[src/rtl/calc_pkg.sv]
// Shared types and opcode constants for the calculator entry sequencer.
package calc_pkg;

    typedef enum logic [2:0] {
        StA    = 3'd0,
        StOp   = 3'd1,
        StB    = 3'd2,
        StExec = 3'd3,
        StShow = 3'd4
    } calc_state_t;

    localparam logic [3:0] OP_NOP = 4'd0;
    localparam logic [3:0] OP_NOT = 4'd1;
    localparam logic [3:0] OP_SHL = 4'd2;
    localparam logic [3:0] OP_SHR = 4'd3;
    localparam logic [3:0] OP_INC = 4'd4;
    localparam logic [3:0] OP_AND = 4'd5;
    localparam logic [3:0] OP_OR  = 4'd6;
    localparam logic [3:0] OP_XOR = 4'd7;
    localparam logic [3:0] OP_ADD = 4'd8;
    localparam logic [3:0] OP_SUB = 4'd9;
    localparam logic [3:0] OP_MUL = 4'd10;
    localparam logic [3:0] OP_DIV = 4'd11;

    function automatic logic is_unary(input logic [3:0] op);
        return op <= OP_INC;
    endfunction

endpackage

[src/rtl/edge_pulse.sv]
// Rising-edge detector: one-cycle pulse on each low-to-high transition of level_i.
module edge_pulse (
    input  logic clk_i,
    input  logic rst_i,
    input  logic level_i,
    output logic pulse_o
);

    logic level_q;

    always_ff @(posedge clk_i) begin
        if (rst_i) begin
            level_q <= 1'b0;
        end else begin
            level_q <= level_i;
        end
    end

    assign pulse_o = level_i & ~level_q;

endmodule

[src/rtl/calc_sequencer.sv]
// Steps the user through A / opcode / B entry, drives the external ALU and
// captures its result for display; results can be chained as the next A.
module calc_sequencer
    import calc_pkg::*;
#(
    parameter int unsigned DATA_W = 8,
    parameter int unsigned OP_W   = 4
) (
    input  logic              clk,
    input  logic              rst,
    input  logic [DATA_W-1:0] sw_i,
    input  logic              enter_i,
    input  logic              clear_i,
    output logic [OP_W-1:0]   alu_sel_o,
    output logic [DATA_W-1:0] alu_a_o,
    output logic [DATA_W-1:0] alu_b_o,
    input  logic [DATA_W-1:0] alu_y_i,
    output logic [DATA_W-1:0] result_o,
    output logic              result_valid_o,
    output logic              err_div0_o,
    output logic [2:0]        state_o,
    output logic [DATA_W-1:0] disp_o
);

    calc_state_t       state_q, state_d;
    logic [DATA_W-1:0] a_q, a_d, b_q, b_d, result_q, result_d;
    logic [OP_W-1:0]   sel_q, sel_d;
    logic              valid_q, valid_d, err_q, err_d;
    logic              enter_p;
    logic [3:0]        op_in;
    logic              div0;

    // Clear also drops the edge history so a held button re-arms afterwards.
    edge_pulse u_enter_edge (
        .clk_i   (clk),
        .rst_i   (rst | clear_i),
        .level_i (enter_i),
        .pulse_o (enter_p)
    );

    // Opcodes above OP_DIV collapse to NOP.
    assign op_in = (sw_i[3:0] >= 4'd12) ? OP_NOP : sw_i[3:0];
    assign div0  = (sel_q == OP_W'(OP_DIV)) && (b_q == '0);

    always_ff @(posedge clk) begin
        if (rst) begin
            state_q  <= StA;
            a_q      <= '0;
            b_q      <= '0;
            sel_q    <= '0;
            result_q <= '0;
            valid_q  <= 1'b0;
            err_q    <= 1'b0;
        end else begin
            state_q  <= state_d;
            a_q      <= a_d;
            b_q      <= b_d;
            sel_q    <= sel_d;
            result_q <= result_d;
            valid_q  <= valid_d;
            err_q    <= err_d;
        end
    end

    always_comb begin
        state_d  = state_q;
        a_d      = a_q;
        b_d      = b_q;
        sel_d    = sel_q;
        result_d = result_q;
        valid_d  = valid_q;
        err_d    = err_q;
        if (clear_i) begin
            state_d  = StA;
            a_d      = '0;
            b_d      = '0;
            sel_d    = '0;
            result_d = '0;
            valid_d  = 1'b0;
            err_d    = 1'b0;
        end else begin
            case (state_q)
                StA: begin
                    if (enter_p) begin
                        a_d     = sw_i;
                        state_d = StOp;
                    end
                end
                StOp: begin
                    if (enter_p) begin
                        sel_d = OP_W'(op_in);
                        if (is_unary(op_in)) begin
                            b_d     = '0;
                            state_d = StExec;
                        end else begin
                            state_d = StB;
                        end
                    end
                end
                StB: begin
                    if (enter_p) begin
                        b_d     = sw_i;
                        state_d = StExec;
                    end
                end
                StExec: begin
                    result_d = div0 ? '0 : alu_y_i;
                    err_d    = div0;
                    valid_d  = 1'b1;
                    state_d  = StShow;
                end
                StShow: begin
                    if (enter_p) begin
                        a_d     = result_q;
                        err_d   = 1'b0;
                        valid_d = 1'b0;
                        state_d = StOp;
                    end
                end
                default: state_d = StA;
            endcase
        end
    end

    always_comb begin
        disp_o = result_q;
        case (state_q)
            StA, StB: disp_o = sw_i;
            StOp:     disp_o = DATA_W'(sw_i[3:0]);
            default:  disp_o = result_q;
        endcase
    end

    assign alu_sel_o      = sel_q;
    assign alu_a_o        = a_q;
    assign alu_b_o        = b_q;
    assign result_o       = result_q;
    assign result_valid_o = valid_q;
    assign err_div0_o     = err_q;
    assign state_o        = state_q;

endmodule

[config.mk]
export PLATFORM = sky130hd
export DESIGN_NAME = calc_sequencer
export DESIGN_NICKNAME = d
export VERILOG_FILES = /design/src/rtl/calc_pkg.sv /design/src/rtl/edge_pulse.sv /design/src/rtl/calc_sequencer.sv
export SDC_FILE = /design/constraint.sdc
export NUM_CORES = 1
export LEC_CHECK = 0
export BUFFER_PORTS_ARGS = -buffer_cell sky130_fd_sc_hd__buf_2
export CORE_MARGIN = 3
export CORE_UTILIZATION = 42
export DETAILED_ROUTE_END_ITERATION = 10
export GPL_ROUTABILITY_DRIVEN = 0
export GPL_TIMING_DRIVEN = 0
export PLACE_DENSITY = 0.7
export SLEW_MARGIN = 40
export SYNTH_ARGS = -nofsm -noshare
export SYNTH_HDL_FRONTEND = slang
export SYNTH_SLANG_ARGS = --single-unit
[constraint.sdc]
create_clock -name clk -period 1.2 [get_ports clk]
set_input_delay 0.12 -clock clk [delete_from_list [all_inputs] [get_ports clk]]
set_output_delay 0.12 -clock clk [all_outputs]
set_load 0.005 [all_outputs]
==> flow_summary.ini, run 1 <==
[synth]
yosysUniqueCellTypes = 32
synth_cells = 177
async_flop_share_pct = 0
ys_seq_area_share_pct = 45.4
syn_nets = 197
synth-main-ff-cell = dfxtp_1
ys_warn_count = 0
syn_area_um2 = 1500
synth_enable_flop_cells = 0
synth-seq-cells = 34
syn_area_per_cell_um2 = 8.46

[drt]
avgViaCountPerCell = 5.28
wl_per_cell_um = 16.0
wl_um = 5030
drcViolationCount = 0
drt_first_pass_iters = 4
vias = 1657
drt_iter0_drc = 118
drtAntennaViolNets = 0

[clocking]
clk_path_buf_depth = 2
numClockSinks = 34
cts_root_buf = clkbuf_4
cts_buffers = 5
htree_levels = 2
clk_latency_ns = 0.36
clk_pin_slew_ns = 0.12
tritoncts = built

[placement]
io_buffers = 60
dp_slack_ns = -0.361
post-dp-hpwl_um = 3150

[power_and_ir_drop]
irDropWorstVdd_v = 0.000596
p_sw_w = 0.000613
intPower_w = 0.00159
switching_share_pct = 27.9
clkPwrFrac_pct = 31.6
power_density_nw_per_um2 = 921
p_seq_share_pct = 52.4
leakagePower_nw = 1.01
comb_power_share_pct = 16.0

[setup_path]
start_kind = register
crit_chain = buf_12 -> inv_6 -> o21ai_4 -> a22o_1 -> buf_2
cp_slowest_cell = dfxtp_4
r2r_cells = 7
cp_num_buf_inv = 3
crit_path_max_fanout = 10
path_depth = 5
slowest_delay_ns = 0.38
endpoint_kind = output port
worstPathRequired_ns = 1.08
worstPathArrival_ns = 1.42
crit_family = flip-flops
path_class = reg -> out

[outcome]
outcome = complete, but fails checks
violations = setup timing

[sta]
finClkSkew_ns = 0.0158
setup_slack_ns = -0.345
final_max_slew_viol_count = 0
holdWs_ns = 0.00558
hold_viol = 0
slew_headroom_pct = 58.8
setup-violations-final = 39
period_needed_ns = 1.54
period_share_pct = 129
max_freq_mhz = 647
grt_setup_unrepaired = true
tightestPinTransition_ns = 0.618
tns_ns = -8.34

[flow_run]
cap_violations = 0

[layout]
nets = 287
diodes = 0
layout-drive-gt1-share_pct = 51.5
area_growth_pct = 59.3

[global_route]
antenna_found_initial = 0
grt_pass1_vias = 1564
grt_max_degree = 12
grt_pass1_wl_um = 7820
grt.overflow.total = 0
gr-usage-all-layers_pct = 24.4

[floorplanning]
initial_core_util_pct = 44.2
die_h_um = 65.7
die_w_um = 65.7
coreArea_um2 = 3390
rows = 21
design.die.area_um2 = 4320
top_level_ports = 61

[worst_hold_path]
min_path_type = in -> reg
min_delay_path_depth = 3
==> final cells by class <==
type | instances | area [um2]
repair buffers | 84 | 507
multi-input cells | 133 | 986
inverters | 3 | 21.3
clock inverters | 2 | 12.5
well taps | 46 | 57.6
clock buffers | 6 | 51.3
flip-flops and latches | 34 | 689
plain buffers | 6 | 61.3
fillers | 281 | 1000
==> power by group through the flow <==
stage	Sequential [W]	Combinational [W]	Clock (W)
after global routing	0.00115	0.000381	0.000739
after global placement	0.00118	0.000242	0
after CTS	0.00115	0.000314	0.000698
after floorplan	0.00118	0.000138	0
after detailed placement	0.00118	0.000243	0
final	0.00115	0.000353	0.000694
==> placed cells by master (no fill, tap or decap), drive strengths merged, types with 2 or more instances in the layout <==
cell type    instances
inv                  3
clkbuf               8
buf                 85
mux2i                6
a21oi               16
or2                  2
o22ai                6
o21ai                5
a2111oi              2
dlygate4sd3          3
nor3                 6
nand3                5
a211oi               6
nand2b               2
nor2b                3
nand2               43
a22o                12
nor2                11
dfxtp               34
==> repair_timing <==
item | in CTS | in global routing
resized for setup | 42 | 21
pin swaps | 17 | 19
endpoints found under the hold margin | 3 | 0
hold buffers | 3 | 0
setup buffers | 19 | 3
endpoints found under the setup margin | 37 | 41
cloned | 0 | 0
==> synthesized netlist by cell type, types with 2 or more instances <==
| cell | count | area share, % |
|---|---|---|
| nor2_1 | 11 | 2.8 |
| inv_1 | 3 | 0.75 |
| nand2b_1 | 2 | 0.84 |
| mux2i_1 | 6 | 4.0 |
| o22ai_1 | 6 | 2.5 |
| nor3_1 | 4 | 1.3 |
| a22o_1 | 12 | 7.0 |
| o21ai_0 | 3 | 1.0 |
| nand3_1 | 5 | 1.7 |
| a211oi_1 | 6 | 3.0 |
| buf_2 | 4 | 1.3 |
| clkbuf_1 | 2 | 0.50 |
| a21oi_1 | 16 | 5.3 |
| nand2_1 | 43 | 11 |
| dfxtp_1 | 34 | 45 |
| nor3_2 | 2 | 1.3 |
| nor2b_1 | 3 | 1.3 |
==> state kept, by name, summed over array words and instances, names as in the netlist <==
signal and cells:
alu_sel_o 4, alu_b_o 8, result_valid_o 1, result_o 8, err_div0_o 1, alu_a_o 8
state_o 3, u_enter_edge.level_q 1
==> worst paths after layout <==
kind | startpoint | endpoint | slack [ns]
setup / recovery | state_o[2] | disp_o[7] | -0.34
hold / removal | alu_y_i[1] | result_o[1] | 0.006
hold reg to reg | alu_a_o[6] | alu_a_o[6] | 0.48
setup reg to reg | state_o[0] | alu_b_o[2] | -0.28
==> per-stage QoR <==
| step | instances | utilization [%] | total power (W) | instance area (um2) |
|---|---|---|---|---|
| 2_1_floorplan | 177 | - | 0.00132 | 1540 |
| 3_3_place_gp | 283 | 56.0 | 0.00142 | 1900 |
| 3_5_place_dp | 283 | 56.0 | 0.00142 | 1900 |
| 4_1_cts | 312 | 67.4 | 0.00216 | 2280 |
| 5_1_grt | 314 | 70.4 | 0.00227 | 2390 |
| 6_report | 314 | 70.4 | 0.00220 | 2390 |
==> worst min-delay path: stages <==
cell,delay (ns)
buf_2,0.09
nand2_1,0.06
a21oi_2,0.04
==> cell families after synthesis <==
kind of cell    after synthesis  share of synthesized area [%]
flops                        34                           45.4
mux                           6                           4.01
buf+inv                      10                           3.09
simple gates                 80                           25.2
compound gates               47                           22.2
==> routing by layer <==
layer | GRT usage, % | vias up | part of all wire, %
li1 | - | 812 | -
met5 | 0 | - | 0
met1 | 32.2 | 776 | 46
met2 | 38.8 | 61 | 47
met3 | 5.81 | 8 | 5.7
met4 | 8.03 | 0 | 1.1
No activity file was read; power rests on OpenSTA's default activity.
==> run 2, diff against run 1 <==
--- a/config.mk
+++ b/config.mk
@@ -10,9 +10,8 @@
 export CORE_UTILIZATION = 42
 export DETAILED_ROUTE_END_ITERATION = 10
 export GPL_ROUTABILITY_DRIVEN = 0
-export GPL_TIMING_DRIVEN = 0
 export PLACE_DENSITY = 0.7
-export SLEW_MARGIN = 40
 export SYNTH_ARGS = -nofsm -noshare
 export SYNTH_HDL_FRONTEND = slang
 export SYNTH_SLANG_ARGS = --single-unit
+export TNS_END_PERCENT = 100
==> run 2 against run 1 <==
Effect of this change: worst hold slack worse by 0.010 ns; sequential power hardly changed; critical endpoint is now disp_o[0]; setup slack worse by 0.0038 ns; cell area is 12% higher; the flow finishes with violations (hold timing, setup timing); via count is 8.0% higher.
==> flow_summary.ini, run 2 (synthesis results as in run 1) <==
[outcome]
outcome = complete, but fails checks
violations = hold timing, setup timing

[setup_path]
reg2reg_to = alu_a_o[4]
reg2reg_slack_ns = -0.25
worstPathRequired_ns = 1.08
path_class = reg -> out
r2r_cells = 6
cp-startpoint = state_o[1]
cp-endpoint = disp_o[0]
r2r-start = state_o[0]
worstPathArrival_ns = 1.43
crit_path_max_fanout = 5
start_kind = register
endpoint_kind = output port

[sta]
tightestPinTransition_ns = 0.426
setup-violations-final = 42
slew_headroom_pct = 71.6
period_share_pct = 129
setup_slack_ns = -0.349
period_needed_ns = 1.55
max_freq_mhz = 646
holdWs_ns = -0.00485
finClkSkew_ns = 0.0109
hold_viol = 7
final_max_slew_viol_count = 0
grt_setup_unrepaired = true

[drt]
wl_met3_um = 430
drt_iter0_drc = 106
drtAntennaViolNets = 0
wl_um = 5560
drt_first_pass_iters = 4
vias = 1789
drcViolationCount = 0
top_layer = met4
wl_met1_um = 2270
wl_per_cell_um = 16.8
dr_wl_met2_um = 2650
avgViaCountPerCell = 5.40

[layout]
final_common_cell = buf_2
area_growth_pct = 77.8
layout-drive-gt1-share_pct = 60.4
layout_common_cells = 58 x buf_2, 40 x nand2_1, 34 x buf_4
diodes = 0
stdcell_count = 331
fillCellCount = 234
multiInputGateArea_um2 = 1050
register_area_um2 = 692
nets = 305

[floorplanning]
design.die.area_um2 = 4320
rows = 21
initial_core_util_pct = 44.2
coreArea_um2 = 3390
top_level_ports = 61
die_w_um = 65.7
die_h_um = 65.7

[clocking]
tritoncts = built
cts_buffers = 5
clk_pin_slew_ns = 0.10
clk_path_buf_depth = 2
clk_latency_ns = 0.36
cts_root_buf = clkbuf_4
numClockSinks = 34
htree_levels = 2
hold_buffers = 0

[global_route]
grt_pass1_vias = 1748
antenna_found_initial = 0
grt.overflow.total = 0
gr-usage-all-layers_pct = 26.4
grt_max_degree = 14
grt_pass1_wl_um = 8490

[placement]
post-dp-hpwl_um = 3620
io_buffers = 60
dp.cells = 312

[flow_run]
cap_violations = 0

[power_and_ir_drop]
leakagePower_nw = 1.16
power_density_nw_per_um2 = 920
irDropWorstVdd_v = 0.000578
power_w = 0.00245

[worst_hold_path]
hold_start = alu_y_i[1]
min_delay_path_depth = 3
min_path_type = in -> reg
[run 2: area by class of cell]
cell class / instances / area share [%]
Clock buffer: 6 / 1.93
Tap cell: 46 / 2.16
Clock inverter: 1 / 1.13
Timing Repair Buffer: 108 / 28.5
Inverter: 3 / 0.799
Multi-Input combinational cell: 133 / 39.5
Sequential cell: 34 / 26.0
[run 2: power breakdown]
group | switching [W] | internal (W)
registers | 0.0000155 | 0.00114
clock network | 0.000394 | 0.000484
logic | 0.000215 | 0.000200
total | 0.000624 | 0.00183
[run 2: critical path: stages, from the launching register on]
cell and delay (ns):
dfxtp_4 0.39, buf_6 0.13, a21oi_2 0.15, buf_4 0.15, nand2_1 0.07, nand2_1 0.07
buf_2 0.11
[run 2: routing by layer]
layer,vias up,track usage (%)
li1,848,-
met1,834,31.8
met2,80,44.4
met3,27,7.35
met4,0,9.33
met5,-,0
[run 2: what timing repair did]
item / CTS / global route
cloned: 1 / 0
gates resized for setup: 64 / 20
endpoints found under the setup margin: 40 / 42
pin swaps: 23 / 13
setup buffers: 9 / 6
[run 2: worst min-delay path by stage]
stage,to,slack (ns)
final,result_o[1],-0.005
after global routing,result_o[3],-0.002
after CTS,result_o[5],0.001
after detailed placement,result_o[7],0.37
after global placement,result_o[6],0.36
after floorplan,u_enter_edge.level_q,0.24
[run 2: per-stage QoR]
stage | hold slack, ns | setup slack [ns] | utilization (%) | cell area [um2] | setup TNS, ns
6_report | -0.00485 | -0.349 | 78.6 | 2660 | -7.72
5_1_grt | -0.00180 | -0.394 | 78.6 | 2660 | -10.20
4_1_cts | 0.00135 | -0.272 | 75.7 | 2560 | -5.08
3_5_place_dp | 0.367 | -0.203 | 63.6 | 2160 | -3.57
3_3_place_gp | 0.364 | -0.194 | 63.6 | 2160 | -2.33
2_1_floorplan | 0.242 | 0.0167 | - | 1540 | 0
==> run 3, diff against run 2 <==
==> constraint.sdc (replaced) <==
create_clock -name clk -period 1.2 [get_ports clk]
set_input_delay 0.24 -clock clk [delete_from_list [all_inputs] [get_ports clk]]
set_output_delay 0.24 -clock clk [all_outputs]
set_load 0.005 [all_outputs]
==> run 3 against run 2 <==
Effect of this change: the flow finishes with violations (setup timing); routed wire length rose by 9.2%; sequential cell count did not move; combinational power fell by 4%; fmax fell by 2.9%; largest power group unchanged.
==> flow_summary.ini, run 3 (synthesis results as in run 1) <==
[outcome]
outcome = complete, but fails checks
violations = setup timing

[layout]
layout-drive-gt1-share_pct = 58.9
stdcell_count = 338
final_core_util_pct = 79.1
layout_common_cells = 57 x buf_2, 35 x nand2_1, 31 x buf_4
nets = 311
area_growth_pct = 78.9
diodes = 0
final_common_cell = buf_2

[setup_path]
endpoint_kind = output port
path_class = reg -> out
slowest_delay_ns = 0.39
critPathMostFrequentCell = buf_6
start_kind = register
cp_slowest_cell = dfxtp_4
crit_chain = buf_6 -> a21oi_4 -> buf_6 -> nand2_2 -> nand2_1 -> buf_2
worstPathRequired_ns = 0.96
crit_path_max_fanout = 4
worstPathArrival_ns = 1.35

[floorplanning]
die_w_um = 65.7
initial_core_util_pct = 44.2
design.die.area_um2 = 4320
top_level_ports = 61
die_h_um = 65.7
coreArea_um2 = 3390
rows = 21

[drt]
drt_first_pass_iters = 5
wl_um = 6070
avgViaCountPerCell = 5.54
wl_per_cell_um = 18.0
drcViolationCount = 0
vias = 1873
drtAntennaViolNets = 0
drt_iter0_drc = 140

[clocking]
numClockSinks = 34
clk_pin_slew_ns = 0.11
clk_path_buf_depth = 2
hold_buffers = 0
clk_latency_ns = 0.35
htree_levels = 2
tritoncts = built
cts_buffers = 5
cts_root_buf = clkbuf_4

[power_and_ir_drop]
power_density_nw_per_um2 = 838
leakagePower_nw = 1.18
irDropWorstVdd_v = 0.000626
power_w = 0.00225

[worst_hold_path]
min_path_type = in -> reg

[sta]
period_needed_ns = 1.59
max_freq_mhz = 627
hold_viol = 0
finClkSkew_ns = 0.0126
grt_setup_unrepaired = true
slew_headroom_pct = 68.5
final_max_slew_viol_count = 0
setup-violations-final = 43
period_share_pct = 133
setup_slack_ns = -0.394
tightestPinTransition_ns = 0.467

[global_route]
grt_pass1_wl_um = 8000
gr-usage-all-layers_pct = 24.4
grt.overflow.total = 0
antenna_found_initial = 0
grt_pass1_vias = 1689
grt_max_degree = 14

[placement]
dp_slack_ns = -0.265
post-dp-hpwl_um = 3530
io_buffers = 60
dp.cells = 311

[flow_run]
cap_violations = 0
## run 3: cell count changes in the layout (fill, tap and decap cells not counted), sizes merged
cell	previous run	this run
bufinv	1	0
buf	108	114
clkinv	0	1
clkbuf	6	7
## run 3: repair_timing
action | in CTS | in global routing
cloned | 1 | 1
endpoints found under the setup margin | 37 | 48
setup buffers | 7 | 12
pin swaps | 16 | 16
gates resized for setup | 33 | 42
## run 3: path summary, 6_finish.rpt
| check | start | endpoint | slack, ns | depth (start not counted) |
|---|---|---|---|---|
| worst min register to register | alu_a_o[2] | alu_a_o[2] | 0.49 | 2 |
| worst max-delay path | state_o[0] | disp_o[2] | -0.39 | 6 |
| worst max register to register | state_o[0] | alu_b_o[6] | -0.32 | 5 |
| worst min-delay path | alu_y_i[7] | result_o[7] | 0.12 | 3 |
## run 3: final cells by class
type	instances	area, um2
Clock buffer	7	55.1
Clock inverter	1	5.00
Fill cell	219	709
Inverter	3	13.8
Multi-Input combinational cell	133	976
Sequential cell	34	694
Tap cell	46	57.6
Timing Repair Buffer	114	878
## run 3: per-stage QoR
stage          hold slack, ns  TNS (ns)  cell area [um2]
3_3_place_gp            0.457     -2.86             2150
3_5_place_dp            0.465     -3.33             2150
6_report                0.122     -9.69             2680
4_1_cts                 0.120     -7.01             2400
5_1_grt                 0.115    -11.69             2680
2_1_floorplan           0.362    -0.145             1550
## run 3: power breakdown
part           internal, W  switching, W  total [W]
Sequential         0.00114     0.0000125    0.00115
Combinational     0.000195      0.000205   0.000399
Clock             0.000284      0.000409   0.000693
## run 3: worst max-delay path: cells and delay by family (launching register included)
kind | cells | cell delay, ns
DFF | 1 | 0.39
AOI/OAI and AO/OA | 1 | 0.13
buffers and inverters | 3 | 0.37
and+or+nand+nor | 2 | 0.12
## run 3: metal layers
metal | track usage (%) | routed length, um
met3 | 5.30 | 449
met1 | 32.4 | 2440
met5 | 0 | 0
met2 | 38.5 | 2870
met4 | 9.07 | 310
